$ cat config.mk
export PLATFORM = sky130hd
export DESIGN_NAME = parking_gate_ctrl
export DESIGN_NICKNAME = d
export VERILOG_FILES = /design/src/rtl/parking_pkg.sv /design/src/rtl/sensor_debounce.sv /design/src/rtl/parking_gate_ctrl.sv
export SDC_FILE = /design/constraint.sdc
export NUM_CORES = 1
export LEC_CHECK = 0
export CAP_MARGIN = 10
export CORE_ASPECT_RATIO = 0.7
export CORE_UTILIZATION = 25
export DETAILED_ROUTE_END_ITERATION = 12
export SYNTH_ARGS = -nofsm -noshare
export SYNTH_HDL_FRONTEND = slang
export SYNTH_HIERARCHICAL = 1
export SYNTH_SLANG_ARGS = --single-unit
$ cat constraint.sdc
create_clock -name clock -period 3.1 [get_ports clock]
set_input_delay 0.31 -clock clock [delete_from_list [all_inputs] [get_ports clock]]
set_output_delay 0.31 -clock clock [all_outputs]
set_load 0.02 [all_outputs]
$ cat src/rtl/parking_pkg.sv
// Shared types and defaults for the parking gate front-end: FSM state
// encodings, car category encoding and default timing constants.
package parking_pkg;

  typedef enum logic [2:0] {
    E_IDLE   = 3'd0,
    E_DECIDE = 3'd1,
    E_OPEN   = 3'd2,
    E_DENY   = 3'd3,
    E_CLEAR  = 3'd4
  } entry_state_e;

  typedef enum logic [1:0] {
    X_IDLE  = 2'd0,
    X_CHECK = 2'd1,
    X_OPEN  = 2'd2,
    X_CLEAR = 2'd3
  } exit_state_e;

  localparam logic CAT_UNI     = 1'b1;
  localparam logic CAT_GENERAL = 1'b0;

  localparam int DEF_DEBOUNCE_CYCLES = 4;
  localparam int DEF_OPEN_TIMEOUT    = 1000;

endpackage

$ cat src/rtl/sensor_debounce.sv
// Loop-sensor debouncer: the filtered level follows raw only after raw has
// differed from it for DEBOUNCE_CYCLES consecutive cycles.
module sensor_debounce #(
  parameter int DEBOUNCE_CYCLES = 4
) (
  input  logic clock,
  input  logic reset_n,
  input  logic raw,
  output logic filtered,
  output logic rise,
  output logic fall
);

  localparam int CW = $clog2(DEBOUNCE_CYCLES + 1);
  localparam logic [CW-1:0] CNT_LAST = CW'(DEBOUNCE_CYCLES - 1);

  logic [CW-1:0] cnt_q, cnt_d;
  logic filt_q, filt_d;
  logic rise_q, rise_d;
  logic fall_q, fall_d;

  // raw is expected to be already synchronous to clock; any agreement with
  // the filtered level clears the run counter.
  always_comb begin
    cnt_d  = '0;
    filt_d = filt_q;
    rise_d = 1'b0;
    fall_d = 1'b0;
    if (raw != filt_q) begin
      if (cnt_q == CNT_LAST) begin
        filt_d = raw;
        rise_d = raw;
        fall_d = !raw;
      end else begin
        cnt_d = cnt_q + CW'(1);
      end
    end
  end

  always_ff @(posedge clock or negedge reset_n) begin
    if (!reset_n) begin
      cnt_q  <= '0;
      filt_q <= 1'b0;
      rise_q <= 1'b0;
      fall_q <= 1'b0;
    end else begin
      cnt_q  <= cnt_d;
      filt_q <= filt_d;
      rise_q <= rise_d;
      fall_q <= fall_d;
    end
  end

  assign filtered = filt_q;
  assign rise     = rise_q;
  assign fall     = fall_q;

endmodule

$ cat src/rtl/parking_gate_ctrl.sv
// Parking gate front-end: debounced entry/exit loops, one barrier FSM per
// lane, and single-event-per-cycle arbitration toward the occupancy counter.
module parking_gate_ctrl
  import parking_pkg::*;
#(
  parameter int DEBOUNCE_CYCLES = DEF_DEBOUNCE_CYCLES,
  parameter int OPEN_TIMEOUT    = DEF_OPEN_TIMEOUT,
  parameter int COUNT_W         = 9
) (
  input  logic               clock,
  input  logic               reset_n,
  input  logic               entry_sensor,
  input  logic               entry_is_uni,
  input  logic               exit_sensor,
  input  logic               exit_is_uni,
  input  logic               uni_is_vacated_space,
  input  logic               is_vacated_space,
  input  logic [COUNT_W-1:0] uni_parked_car,
  input  logic [COUNT_W-1:0] parked_car,
  output logic               car_entered,
  output logic               is_uni_car_entered,
  output logic               car_exited,
  output logic               is_uni_car_exited,
  output logic               entry_barrier_open,
  output logic               exit_barrier_open,
  output logic               entry_denied,
  output logic               exit_error,
  output logic [2:0]         entry_state_dbg,
  output logic [1:0]         exit_state_dbg
);

  localparam int TW = $clog2(OPEN_TIMEOUT + 1);
  localparam logic [TW-1:0] TMO_LAST = TW'(OPEN_TIMEOUT - 1);

  logic en_filt, en_rise, en_fall;
  logic ex_filt, ex_rise, ex_fall;

  sensor_debounce #(.DEBOUNCE_CYCLES(DEBOUNCE_CYCLES)) u_entry_deb (
    .clock(clock), .reset_n(reset_n), .raw(entry_sensor),
    .filtered(en_filt), .rise(en_rise), .fall(en_fall)
  );

  sensor_debounce #(.DEBOUNCE_CYCLES(DEBOUNCE_CYCLES)) u_exit_deb (
    .clock(clock), .reset_n(reset_n), .raw(exit_sensor),
    .filtered(ex_filt), .rise(ex_rise), .fall(ex_fall)
  );

  entry_state_e  e_state_q, e_state_d;
  exit_state_e   x_state_q, x_state_d;
  logic          e_cat_q, e_cat_d, x_cat_q, x_cat_d;
  logic [TW-1:0] e_tmr_q, e_tmr_d, x_tmr_q, x_tmr_d;
  logic          e_bar_q, e_bar_d, x_bar_q, x_bar_d;
  logic          e_deny_q, e_deny_d, x_err_q, x_err_d;
  logic          pe_q, pe_d, pec_q, pec_d, px_q, px_d, pxc_q, pxc_d;
  logic          ent_q, ent_d, ent_uni_q, ent_uni_d;
  logic          ext_q, ext_d, ext_uni_q, ext_uni_d;
  logic          e_commit, x_commit;
  logic          e_space_ok;
  logic [COUNT_W-1:0] x_count;

  assign e_space_ok = (e_cat_q == CAT_GENERAL) ? is_vacated_space : uni_is_vacated_space;
  assign x_count    = (x_cat_q == CAT_UNI) ? uni_parked_car : parked_car;

  // Entry lane. Outputs are computed for the state being entered, so the
  // barrier and denied flops line up with the registered state.
  always_comb begin
    e_state_d = e_state_q;
    e_cat_d   = e_cat_q;
    e_tmr_d   = '0;
    e_bar_d   = 1'b0;
    e_deny_d  = 1'b0;
    e_commit  = 1'b0;
    case (e_state_q)
      E_IDLE: if (en_rise) begin
        e_state_d = E_DECIDE;
        e_cat_d   = entry_is_uni;
      end
      E_DECIDE: if (e_space_ok) begin
        e_state_d = E_OPEN;
        e_bar_d   = 1'b1;
      end else begin
        e_state_d = E_DENY;
        e_deny_d  = 1'b1;
      end
      E_OPEN: if (!en_filt) begin
        e_state_d = E_IDLE;
        e_commit  = 1'b1;
      end else if (e_tmr_q == TMO_LAST) begin
        e_state_d = E_CLEAR;
      end else begin
        e_tmr_d = e_tmr_q + TW'(1);
        e_bar_d = 1'b1;
      end
      E_DENY: if (!en_filt) e_state_d = E_IDLE;
              else          e_deny_d  = 1'b1;
      E_CLEAR: if (!en_filt) e_state_d = E_IDLE;
      default: e_state_d = E_IDLE;
    endcase
  end

  always_comb begin
    x_state_d = x_state_q;
    x_cat_d   = x_cat_q;
    x_tmr_d   = '0;
    x_bar_d   = 1'b0;
    x_err_d   = 1'b0;
    x_commit  = 1'b0;
    case (x_state_q)
      X_IDLE: if (ex_rise) begin
        x_state_d = X_CHECK;
        x_cat_d   = exit_is_uni;
      end
      X_CHECK: if (x_count == '0) begin
        x_state_d = X_CLEAR;
        x_err_d   = 1'b1;
      end else begin
        x_state_d = X_OPEN;
        x_bar_d   = 1'b1;
      end
      X_OPEN: if (!ex_filt) begin
        x_state_d = X_IDLE;
        x_commit  = 1'b1;
      end else if (x_tmr_q == TMO_LAST) begin
        x_state_d = X_CLEAR;
      end else begin
        x_tmr_d = x_tmr_q + TW'(1);
        x_bar_d = 1'b1;
      end
      X_CLEAR: if (!ex_filt) x_state_d = X_IDLE;
      default: x_state_d = X_IDLE;
    endcase
  end

  // One event per cycle: a held entry goes first, then exits, then a fresh
  // entry. Each lane holds at most one deferred event.
  always_comb begin
    ent_d     = 1'b0;
    ent_uni_d = 1'b0;
    ext_d     = 1'b0;
    ext_uni_d = 1'b0;
    pe_d      = pe_q;
    pec_d     = pec_q;
    px_d      = px_q;
    pxc_d     = pxc_q;
    if (pe_q) begin
      ent_d     = 1'b1;
      ent_uni_d = pec_q;
      pe_d      = 1'b0;
      if (x_commit) begin
        px_d  = 1'b1;
        pxc_d = x_cat_q;
      end
    end else if (px_q || x_commit) begin
      ext_d     = 1'b1;
      ext_uni_d = px_q ? pxc_q : x_cat_q;
      px_d      = 1'b0;
      if (e_commit) begin
        pe_d  = 1'b1;
        pec_d = e_cat_q;
      end
    end else if (e_commit) begin
      ent_d     = 1'b1;
      ent_uni_d = e_cat_q;
    end
  end

  always_ff @(posedge clock or negedge reset_n) begin
    if (!reset_n) begin
      e_state_q <= E_IDLE;
      x_state_q <= X_IDLE;
      e_cat_q   <= 1'b0;
      x_cat_q   <= 1'b0;
      e_tmr_q   <= '0;
      x_tmr_q   <= '0;
      e_bar_q   <= 1'b0;
      x_bar_q   <= 1'b0;
      e_deny_q  <= 1'b0;
      x_err_q   <= 1'b0;
      pe_q      <= 1'b0;
      pec_q     <= 1'b0;
      px_q      <= 1'b0;
      pxc_q     <= 1'b0;
      ent_q     <= 1'b0;
      ent_uni_q <= 1'b0;
      ext_q     <= 1'b0;
      ext_uni_q <= 1'b0;
    end else begin
      e_state_q <= e_state_d;
      x_state_q <= x_state_d;
      e_cat_q   <= e_cat_d;
      x_cat_q   <= x_cat_d;
      e_tmr_q   <= e_tmr_d;
      x_tmr_q   <= x_tmr_d;
      e_bar_q   <= e_bar_d;
      x_bar_q   <= x_bar_d;
      e_deny_q  <= e_deny_d;
      x_err_q   <= x_err_d;
      pe_q      <= pe_d;
      pec_q     <= pec_d;
      px_q      <= px_d;
      pxc_q     <= pxc_d;
      ent_q     <= ent_d;
      ent_uni_q <= ent_uni_d;
      ext_q     <= ext_d;
      ext_uni_q <= ext_uni_d;
    end
  end

  assign car_entered        = ent_q;
  assign is_uni_car_entered = ent_uni_q;
  assign car_exited         = ext_q;
  assign is_uni_car_exited  = ext_uni_q;
  assign entry_barrier_open = e_bar_q;
  assign exit_barrier_open  = x_bar_q;
  assign entry_denied       = e_deny_q;
  assign exit_error         = x_err_q;
  assign entry_state_dbg    = e_state_q;
  assign exit_state_dbg     = x_state_q;

endmodule
==> reports/metrics.csv <==
stage,metric,value,unit
cts,clk_pin_slew,0.06,ns
final_layout,fin_util,33.91,%
cts,cts_setup_buffers,0,
placement,gp_congestion,0.7353,
route,routed_wl,4365,microns
placement,dpl.cell_count,354,
setup_path,crit_chain,inv_1 -> ha_1 -> nand2b_1 -> a21oi_1 -> and2_1 -> mux2_2,
power_and_ir_drop,intPower,1396,uW
run,cap_violations,0,
floorplanning,start_util,26.46,%
global_route,grt_max_degree,50,
synthesis,postSynthAreaPerCell,11.51,sq um
sta,setup_violations,0,
final_layout,syn2layout_area_growth,28.14,%
min_path,hp-class,primary input to async pin,
route,avgRoutedWirePerCell,12.06,microns
synthesis,synth_fp_nets,234,
setup_path,slowest_delay,0.42,ns
final_layout,layout_common_cells,"dfrtp_1, clkdlybuf4s50_1, nor2_1, xnor2_1, ha_1",
cts,cts.htree.levels,2,
sta,tightest_slew,1.081,ns
final_layout,final_common_cell,dfrtp_1,
floorplanning,die_x,116.4,microns
sta,hold_violations,0,
final_layout,final_area,2934,sq um
route,route.detailed.drc,0,
setup_path,crit_arrival,2.01,ns
sta,timing.hold.ws,0.2246,ns
sta,relSlewSlack,27.97,%
sta,fmax,543.1,MHz
route,route.vias.total,1533,
floorplanning,die-height,82.07,microns
floorplanning,core_region_area,8653,sq um
sta,fin_crit_sh,59.40,%
sta,slew_violations,0,
cts,cts-resized-gates,0,
final_layout,stdcell_count,362,
sta,grt_setup_unrepaired,false,
cts,clock_latency,0.28,ns
placement,dpl_cell_area,2791,sq um
synthesis,syn_area,2290,sq um
global_route,grt_pass1_vias,1514,
setup_path,crit_type,flip-flop to flip-flop,
placement,port_buffers,38,
floorplanning,rows,28,
sta,fin_tns_setup,0,ns
setup_path,worst_path_max_delay_cell,dfrtp_1,
power_and_ir_drop,irDropWorstVdd,248.6,uV
route,first_pass_iters,4,
power_and_ir_drop,clock_power_share,25.3,%
global_route,grt_antenna_before_repair,0,
power_and_ir_drop,p_comb_share,31.5,%
power_and_ir_drop,p_leak,0.001215,uW
power_and_ir_drop,powerDensity,704.8,nW/um^2
final_layout,antenna_cells,0,
cts,cts.path.max_buffers,2,
global_route,grt_overflow,0,
cts,root_buffer,clkbuf_16,
floorplanning,boundaryPins,39,
route,ant_nets,0,
setup_path,regToRegSetupSlack,1.26,ns
cts,cts_hold_buf,0,
floorplanning,die-area,9552,sq um
setup_path,crit_fanout,5,
route,via_per_inst,4.235,
synthesis,synthCells,199,
power_and_ir_drop,switching_share,32.50,%
sta,fin_crit,1.841,ns
synthesis,synth_warnings,6,
sta,finalClockSkew,0.002778,ns
power_and_ir_drop,p_seq_share,43.3,%
cts,cts_tree,yes,
global_route,grt_pass1_wl,7107,microns
setup_path,end_kind,flip-flop,
power_and_ir_drop,switchingPower,672.1,uW
cts,numCtsBuffers,5,
cts,cts.sinks,49,
setup_path,critPathRequiredTime,3.27,ns
route,drtIter0Drc,46,
setup_path,crit_path_start_kind,flip-flop,
final_layout,drive_above_1_share,10.74,%
global_route,grt.total_usage,9.948,%
placement,dpl.hpwl,3202,microns
run_status,outcome,"finished, final reports clean",
final_layout,final_nets,276,
## power groups by stage
| stage | Sequential [uW] | Combinational, uW | Clock [uW] |
|---|---|---|---|
| finish | 895 | 651 | 522 |
| detailed placement | 910 | 664 | 0 |
| floorplan | 923 | 398 | 0 |
| global placement | 905 | 649 | 0 |
| global route | 918 | 722 | 569 |
| CTS | 896 | 664 | 543 |
## flip-flops by register name, indices dropped and copies added (netlist names), 2 cells and up
name	cells
entry_state_dbg	3
exit_state_dbg	2
u_exit_deb/cnt_q	3
e_tmr_q	10
u_entry_deb/cnt_q	3
x_tmr_q	10
## through the flow
step                      power [uW]  setup WS, ns
after floorplan                 1321         1.355
after global placement          1554         1.361
after detailed placement        1573         1.269
after CTS                       2104         1.259
after global routing            2209         1.117
final                           2068         1.259
## layer usage
layer / vias up / GRT usage, % / part of all wire, %
li1: 771 / - / -
met1: 723 / 13.35 / 51
met2: 32 / 14.56 / 42
met3: 7 / 3.100 / 6.2
met4: 0 / 4.615 / 1.6
met5: - / 0 / 0
## worst max-delay path: cells and delay by family (launching register included)
kind	cells	cell delay, ns
flops	1	0.42
mux	1	0.33
compound gates	1	0.31
simple gates	2	0.29
fa+ha+maj	1	0.23
buf+inv	1	0.14
## final timing paths
check	startpoint	depth (start not counted)	endpoint
min in group clock	u_entry_deb/cnt_q[0]	1	u_entry_deb/cnt_q[0]
hold reg to reg	u_entry_deb/cnt_q[0]	1	u_entry_deb/cnt_q[0]
hold / removal	reset_n	1	x_tmr_q[6]
setup / recovery	exit_state_dbg[0]	6	pec_q
max in group asynchronous	reset_n	1	x_tmr_q[3]
setup reg to reg	exit_state_dbg[0]	6	pec_q
## layout make-up
class                           instances  area, sq um
Clock buffer                            5        125.1
Sequential cell                        49         1226
Timing Repair Buffer                   38        375.4
Inverter                                6        22.52
Fill cell                             863         5719
Tap cell                              120        150.1
Multi-Input combinational cell        141         1017
Clock inverter                          3        17.52
Note: power is estimated with default switching activity, not from simulation.
